===== src/rtl/instr_fetch_if.sv =====
// Memory-side request/acknowledge bus of the instruction fetch stage.
// Master issues word reads; slave accepts with a one-cycle ack plus data.
interface instr_fetch_if;
  logic        mem_req;
  logic [31:0] mem_addr;
  logic        mem_ack;
  logic [31:0] mem_rdata;

  modport master (
    output mem_req,
    output mem_addr,
    input  mem_ack,
    input  mem_rdata
  );

  modport slave (
    input  mem_req,
    input  mem_addr,
    output mem_ack,
    output mem_rdata
  );
endinterface


===== src/rtl/instr_fetch.sv =====
// Two-entry instruction fetch stage: current word plus next-line prefetch,
// variable-latency memory over req/ack, stall on miss, sticky timeout flag.
module instr_fetch #(
  parameter int unsigned TIMEOUT   = 255,
  parameter logic [31:0] NOP_INSTR = 32'hE1A00000
) (
  input  logic          clk,
  input  logic          reset,
  input  logic [31:0]   pc,
  output logic [31:0]   instr,
  output logic          instr_valid,
  output logic          stall,
  output logic          fetch_err,
  instr_fetch_if.master mem
);

  localparam int CW = $clog2(TIMEOUT + 1);

  typedef enum logic {
    IDLE,
    BUSY
  } state_e;

  typedef enum logic {
    DEMAND,
    PREF
  } kind_e;

  typedef struct packed {
    logic [29:0] tag;
    logic [31:0] data;
    logic        v;
  } entry_t;

  entry_t        cur_q, cur_d;
  entry_t        nxt_q, nxt_d;
  state_e        state_q, state_d;
  kind_e         kind_q, kind_d;
  logic          req_q, req_d;
  logic [29:0]   addr_q, addr_d;
  logic [CW-1:0] cnt_q, cnt_d;
  logic          err_q, err_d;

  logic [29:0] pc_tag;
  logic        hitc;
  logic        hitn;
  logic        hit;
  logic [29:0] eff_tag;
  logic        nxt_leads;
  logic        pref_need;
  logic        unused_pc;

  assign pc_tag    = pc[31:2];
  assign unused_pc = ^pc[1:0];

  assign hitc = cur_q.v && (cur_q.tag == pc_tag);
  assign hitn = nxt_q.v && (nxt_q.tag == pc_tag);
  assign hit  = hitc || hitn;

  // After a promotion nxt is emptied, so only a cur hit can already be led.
  assign eff_tag   = hitc ? cur_q.tag : nxt_q.tag;
  assign nxt_leads = hitc && nxt_q.v &&
                     (nxt_q.tag == cur_q.tag + 30'd1);
  assign pref_need = hit && !nxt_leads;

  always_comb begin
    instr = NOP_INSTR;
    unique case (1'b1)
      hitc:    instr = cur_q.data;
      hitn:    instr = nxt_q.data;
      default: instr = NOP_INSTR;
    endcase
  end

  assign stall       = !hit;
  assign instr_valid = hit;

  assign mem.mem_req  = req_q;
  assign mem.mem_addr = {addr_q, 2'b00};
  assign fetch_err    = err_q;

  always_comb begin
    cur_d   = cur_q;
    nxt_d   = nxt_q;
    state_d = state_q;
    kind_d  = kind_q;
    req_d   = req_q;
    addr_d  = addr_q;
    cnt_d   = cnt_q;
    err_d   = err_q;

    if (hitn && !hitc) begin
      cur_d   = nxt_q;
      nxt_d.v = 1'b0;
    end

    unique case (state_q)
      IDLE: begin
        if (!hit) begin
          req_d   = 1'b1;
          addr_d  = pc_tag;
          kind_d  = DEMAND;
          state_d = BUSY;
        end else if (pref_need) begin
          req_d   = 1'b1;
          addr_d  = eff_tag + 30'd1;
          kind_d  = PREF;
          state_d = BUSY;
        end
      end
      BUSY: begin
        if (mem.mem_ack) begin
          req_d   = 1'b0;
          state_d = IDLE;
          cnt_d   = '0;
          // A word matching the live PC is adopted whatever its kind.
          if (addr_q == pc_tag) begin
            cur_d.tag  = addr_q;
            cur_d.data = mem.mem_rdata;
            cur_d.v    = 1'b1;
          end else if (kind_q == PREF) begin
            nxt_d.tag  = addr_q;
            nxt_d.data = mem.mem_rdata;
            nxt_d.v    = 1'b1;
          end
        end else begin
          if (cnt_q != CW'(TIMEOUT)) begin
            cnt_d = cnt_q + 1'b1;
          end
          if (cnt_q >= CW'(TIMEOUT - 1)) begin
            err_d = 1'b1;
          end
        end
      end
      default: state_d = IDLE;
    endcase
  end

  always_ff @(posedge clk) begin
    if (reset) begin
      cur_q   <= '0;
      nxt_q   <= '0;
      state_q <= IDLE;
      kind_q  <= DEMAND;
      req_q   <= 1'b0;
      addr_q  <= '0;
      cnt_q   <= '0;
      err_q   <= 1'b0;
    end else begin
      cur_q   <= cur_d;
      nxt_q   <= nxt_d;
      state_q <= state_d;
      kind_q  <= kind_d;
      req_q   <= req_d;
      addr_q  <= addr_d;
      cnt_q   <= cnt_d;
      err_q   <= err_d;
    end
  end

endmodule


===== src/flat_wrapper.sv =====
// flat-port wrapper written by rule: the top's interface ports become plain ports
module instr_fetch_flat 
#(
  parameter int unsigned TIMEOUT   = 255,
  parameter logic [31:0] NOP_INSTR = 32'hE1A00000
)
  (clk, reset, pc, instr, instr_valid, stall, fetch_err, mem_mem_req, mem_mem_addr, mem_mem_ack, mem_mem_rdata);
  instr_fetch_if mem_i ();
  input  logic clk;
  input  logic reset;
  input  logic [31:0] pc;
  output logic [31:0] instr;
  output logic instr_valid;
  output logic stall;
  output logic fetch_err;
  output wire logic [$bits(mem_i.mem_req)-1:0] mem_mem_req;
  output wire logic [$bits(mem_i.mem_addr)-1:0] mem_mem_addr;
  input wire logic [$bits(mem_i.mem_ack)-1:0] mem_mem_ack;
  input wire logic [$bits(mem_i.mem_rdata)-1:0] mem_mem_rdata;
  assign mem_mem_req = mem_i.mem_req;
  assign mem_mem_addr = mem_i.mem_addr;
  assign mem_i.mem_ack = mem_mem_ack;
  assign mem_i.mem_rdata = mem_mem_rdata;
  instr_fetch #(.TIMEOUT(TIMEOUT), .NOP_INSTR(NOP_INSTR)) u_core (.clk(clk), .reset(reset), .pc(pc), .instr(instr), .instr_valid(instr_valid), .stall(stall), .fetch_err(fetch_err), .mem(mem_i));
endmodule

===== config.mk =====
export PLATFORM = sky130hd
export DESIGN_NAME = instr_fetch_flat
export DESIGN_NICKNAME = d
export VERILOG_FILES = /design/src/rtl/instr_fetch_if.sv /design/src/rtl/instr_fetch.sv /design/src/flat_wrapper.sv
export SDC_FILE = /design/constraint.sdc
export NUM_CORES = 1
export LEC_CHECK = 0
export ABC_AREA = 1
export CORE_MARGIN = 4
export CORE_UTILIZATION = 62
export CTS_CLUSTER_DIAMETER = 200
export DETAILED_ROUTE_END_ITERATION = 8
export PLACE_DENSITY = 0.89
export SETUP_SLACK_MARGIN = 0.15
export SYNTH_ARGS = -nofsm -noshare
export SYNTH_HDL_FRONTEND = slang
export SYNTH_SLANG_ARGS = --single-unit

===== constraint.sdc =====
create_clock -name clk -period 6.04 [get_ports clk]
set_input_delay 0.906 -clock clk [delete_from_list [all_inputs] [get_ports clk]]
set_output_delay 0.906 -clock clk [all_outputs]
set_load 0.02 [all_outputs]

## Word level (Yosys, flattened, before mapping)

Index checks and enable logic that the tools add are counted.

| storage, ports and cells | value |
|---|---|
| bits in registers | 168 |

| cells by class | value |
|---|---|
| $add $sub $neg | 3 |
| $lt $le $gt $ge | 1 |
| equal/unequal tests | 8 |
| mux-type cells | 24 |
| bitwise operators | 3 |
| reductions and logical operators | 16 |

Operator list:

| kind | number |
|---|---|
| two-way mux 63 bit | 4 |
| equality test 30 bit | 4 |
| two-way mux 30 bit | 3 |
| case mux 32 bit (2 select lines) | 1 |
| adder 30 x 1 -> 30 bit, second input constant | 2 |
| two-way mux 8 bit | 2 |
| two-way mux 1 bit | 12 |
| adder 8 x 1 -> 8 bit, second input constant | 1 |
| >= comparator 8 bit, second input constant | 1 |
| inequality test 8 bit, second input constant | 1 |
| logical AND 1 bit | 6 |
| AND reduction 2 bit | 3 |
| inequality test 2 bit, second input constant | 2 |
| case mux 1 bit (2 select lines) | 2 |
| AND reduction 4 bit | 1 |
| logical NOT 1 bit | 3 |
| inequality test 3 bit, second input constant | 1 |
| NOT 1 bit | 3 |
| AND reduction 3 bit | 1 |
| nonzero test 2 bit | 1 |
| logical OR 1 bit | 1 |

## Logic depth before layout (Yosys ltp)

Gate-level depths: netlist (run 1).

| depth | value |
|---|---|
| depth after elaboration | 9 |
| gate-level depth with buffers | 23 |
| gate-level depth less buffers | 21 |

## Worst setup path before layout (run 1)

OpenSTA, ideal clock, no wires.

| timing | value |
|---|---|
| path kind | input to output |
| from | input pc[18] |
| to | output instr[21] |
| arrival time | 2.408 ns |
| data required time | 5.134 ns |
| setup slack | 2.726 ns |
| cell stages on the path | 13 |
| path buffers | 3 |
| path through | clkbuf_2 -> inv_1 -> nand2_1 -> nand4_1 -> nor2_1 -> nand2_1 -> nor2_4 -> buf_6 -> nand2_1 -> nand2_1 -> clkbuf_1 -> o21ai_0 -> nand2_1 |

| on the way | value |
|---|---|
| word-level cells in the longest chain between the ends | 3 |

RTL lines:

| item | RTL line | RTL |
|---|---|---|
| start: declaration | flat_wrapper.sv:11 | `input logic [31:0] pc;` |
| equality test 30 bit, on equally long branches | instr_fetch.sv:57, instr_fetch.sv:56 |  |
| logical AND 1 bit, on equally long branches | instr_fetch.sv:57, instr_fetch.sv:56 |  |
| case mux 32 bit (2 select lines) * | instr_fetch.sv:68 | `unique case (1'b1)` |
| end: declaration | flat_wrapper.sv:12 | `output logic [31:0] instr;` |

Every way passes the cells marked *; elsewhere a longest branch is shown, timed or not.

## Worst setup path in the final report (run 1)

| timing | value |
|---|---|
| from | input pc[16] |
| to | output instr[7] |

The elaborated chain is that of the path after synthesis.

==> results of run 1 <==
## registers in the layout, indices dropped and copies added, names as in the netlist
register and count:
u_core.cnt_q 8, u_core.mem.mem_req 1, u_core.nxt_q 63, u_core.state_q 1
u_core.fetch_err 1, u_core.cur_q 63, u_core.kind_q 1, u_core.addr_q 30
## area by class of cell
class / instances / area, um2
Multi-Input combinational cell: 1497 / 7180
Inverter: 253 / 950
Timing Repair Buffer: 151 / 1460
Clock buffer: 17 / 425
Tap cell: 260 / 325
Sequential cell: 168 / 3360
Fill cell: 1617 / 4920
Clock inverter: 15 / 216
## logic make-up after synthesis
logic type | Yosys count | share of synthesized area (%)
DFF | 168 | 28.1
muxes | 7 | 0.585
other | 1 | 0.0313
xor gates and xnor gates | 74 | 5.47
adders and majority gates | 4 | 0.418
buffers and inverters | 355 | 12.1
AOI/OAI and AO/OA | 404 | 17.1
and+or+nand+nor | 1006 | 36.2
## power groups by stage
stage | Combinational [mW] | Clock [mW] | Sequential, mW
6_report | 0.349 | 1.17 | 1.17
5_1_grt | 0.381 | 1.21 | 1.17
4_1_cts | 0.343 | 1.16 | 1.17
3_5_place_dp | 0.340 | 0 | 1.19
3_3_place_gp | 0.333 | 0 | 1.19
2_1_floorplan | 0.182 | 0 | 1.20
## through the flow
| stage | cells | util, % |
|---|---|---|
| floorplan | 2020 | - |
| global route | 2361 | 73.9 |
| global placement | 2329 | 70.5 |
| detailed placement | 2329 | 70.5 |
| CTS | 2361 | 73.9 |
| finish | 2361 | 73.9 |
## worst min-delay path: stages, from the launching register on
cell	delay [ns]
sky130_fd_sc_hd__dfxtp_1	0.32
sky130_fd_sc_hd__inv_1	0.05
sky130_fd_sc_hd__a21oi_1	0.06
## routing by layer
layer  vias up  routed length, um  global-route usage (%)
met5         -                 12                       0
met4         2               2310                    19.2
met3       170               4900                    9.75
met2       818              19800                    65.1
met1      6285              16300                    48.2
li1       6576                  -                       -
## worst paths after layout
kind / from / to / slack [ns] / depth (start not counted)
max: pc[16] / instr[7] / 0.61 / 11
min: u_core.mem.mem_req / u_core.mem.mem_req / 0.46 / 2
max reg2reg: u_core.cur_q[37] / u_core.addr_q[17] / 2.18 / 18
min reg2reg: u_core.mem.mem_req / u_core.mem.mem_req / 0.46 / 2
## cells in the final DEF, fill, tap and decap left out, drive strengths merged, types with 2 or more instances in the layout
master,count
nand2,572
inv,257
o21ai,253
nor2,222
dfxtp,168
a21oi,141
clkdlybuf4s50,130
nand3,111
xor2,37
xnor2,37
nand4,34
nor3,22
buf,21
clkbuf,17
or2,17
nor4,14
clkinv,11
mux2i,7
nand3b,5
ha,4
and2,4
a31oi,3
or4,2
nor3b,2
o21bai,2
a211oi,2
conb,2
==> impl_metrics.py, run 1 <==
metrics = {
    "status": {
        "outcome": "completed",
    },
    "finish": {
        "final_net_count": 2159,
        "layout-drive-gt1-share_pct": 6.71,
        "final_cell_area_um2": 13900,
        "synthToLayoutAreaGrowth_pct": 16.2,
        "antenna_cells_inserted": 0,
    },
    "drt": {
        "viasPerCell": 5.87,
        "post-route-drc-count": 0,
        "drt_first_iter_violations": 1462,
        "dr_pass1_iterations": 6,
        "drt-total-wl_um": 43300,
        "num_vias": 13851,
        "ant_nets": 0,
        "routed_wire_length_per_instance_um": 18.4,
    },
    "global_route": {
        "grtUsageTotal_pct": 39.4,
        "grt_remaining_overflow": 0,
        "vias_in_the_first_global_route": 13042,
        "grt_start_max_net_pins": 77,
        "wire_length_of_the_first_global_routing_pass_um": 68000,
        "antenna_found_initial": 1,
    },
    "floorplanning": {
        "coreArea_um2": 18800,
        "initial_core_util_pct": 63.6,
        "die_area_um2": 21600,
        "row_count": 50,
        "io_pins": 135,
        "die_y_um": 147,
        "die_width_um": 147,
    },
    "cts": {
        "insertion_delay_ns": 0.45,
        "number_of_sinks_handled_by_clock_tree_synthesis": 168,
        "clock_tree.htree_level_count": 4,
        "cts-root-to-sink-buffers": 2,
        "postCtsResizedCells": 0,
        "tritoncts.num_buffers": 17,
        "ctsRootBufferMaster": "sky130_fd_sc_hd__clkbuf_16",
        "clk_pin_slew_ns": 0.08,
        "cts-hold-fix-buffers": 0,
        "postCtsSetupBuffers": 0,
        "cts_tree": "done",
    },
    "yosys": {
        "synth_cells": 2019,
        "synth.yosys.warnings": 0,
        "synthesized_flop_and_latch_total": 168,
        "ys_async_sr_fraction_pct": 0,
        "yosys.cell_types.count": 44,
        "most_instantiated_library_cell_after_synthesis": "sky130_fd_sc_hd__nand2_1",
        "sequential_element_share_of_the_synthesized_area_pct": 28.1,
        "dominantRegCellSynth": "sky130_fd_sc_hd__dfxtp_1",
        "synth_area_leader_cell": "sky130_fd_sc_hd__dfxtp_1",
        "synthTopCellsByArea": "sky130_fd_sc_hd__dfxtp_1, sky130_fd_sc_hd__nand2_1, sky130_fd_sc_hd__o21ai_0",
        "synth.top_cells.by_count": "sky130_fd_sc_hd__nand2_1, sky130_fd_sc_hd__inv_1, sky130_fd_sc_hd__o21ai_0",
        "synth_enable_flop_cells": 0,
        "synthesized_area_divided_by_synthesized_cell_count_um2": 5.93,
        "synth_largest_type_area_fraction_pct": 28.1,
        "syn-cell-area_um2": 12000,
    },
    "power": {
        "netSwitchingPower_mw": 0.833,
        "power_switching_share_pct": 31.0,
        "total_leakage_power_nw": 5.95,
        "proportion_of_power_drawn_by_flip_flops_and_latches_pct": 43.5,
        "comb_power_share_pct": 13.0,
        "p_clk_share_pct": 43.4,
        "totalPowerFinal_mw": 2.68,
        "p_per_area_nw_per_um2": 193,
        "internal-power_mw": 1.85,
        "ir_drop_v": 0.000205,
    },
    "placement": {
        "placement.cell_area_um2": 13300,
        "gp_congestion": 1.06,
        "dp_hpwl_um": 31800,
        "detailedPlace.worstSlack_ns": 0.856,
        "placement.io_buffers": 130,
    },
    "sta": {
        "setup_tns_ns": 0,
        "measured_slew_at_the_worst_slew_check_pin_ns": 0.906,
        "slew-limit-headroom_pct": 39.5,
        "rsz0062_at_grt": "false",
        "fmax_mhz": 184,
        "hold_violations": 0,
        "final.hold.worst_slack_ns": 0.462,
        "final_max_slew_viol_count": 0,
        "setup_slack_ns": 0.611,
        "setup_violators_final": 0,
        "fin_crit_sh_pct": 89.9,
        "min_period_ns": 5.43,
        "fin_skew_ns": 0.0166,
    },
    "setup_path": {
        "crit_family": "buffers and inverters",
        "critPathRequiredTime_ns": 5.13,
        "worst-path-max-fanout": 32,
        "timing.critical_path.buf_inv": 4,
        "crit_slowest_cell": "sky130_fd_sc_hd__clkdlybuf4s50_1",
        "critPathMaxStageDelay_ns": 0.68,
        "critical-path-top-cell-by-count": "sky130_fd_sc_hd__nand2_1",
        "setup.worst_path.end_class": "output port",
        "path_cells": "clkdlybuf4s50_1 > xor2_1 > nor4_1 > nand2_1 > nor4_1 > nand2_1 > clkinv_1 > buf_4 > nand2_1 > o21ai_0 > clkdlybuf4s50_1",
        "critical_path.startpoint_type": "input pin",
        "startpoint_to_endpoint_class_of_the_critical_path": "in -> out",
        "worstPathArrival_ns": 4.52,
    },
    "run": {
        "drv_cap": 0,
    },
    "hold_path": {
        "hold_wc_path_type": "reg -> reg",
    },
}
Note: power is estimated with default switching activity, not from simulation.
==> inputs of run 2 (changes only) <==
- SETUP_SLACK_MARGIN: 0.15 -> unset
==> results of run 2 <==
No change in the layout: final DEF, timing and power equal those of run 1.
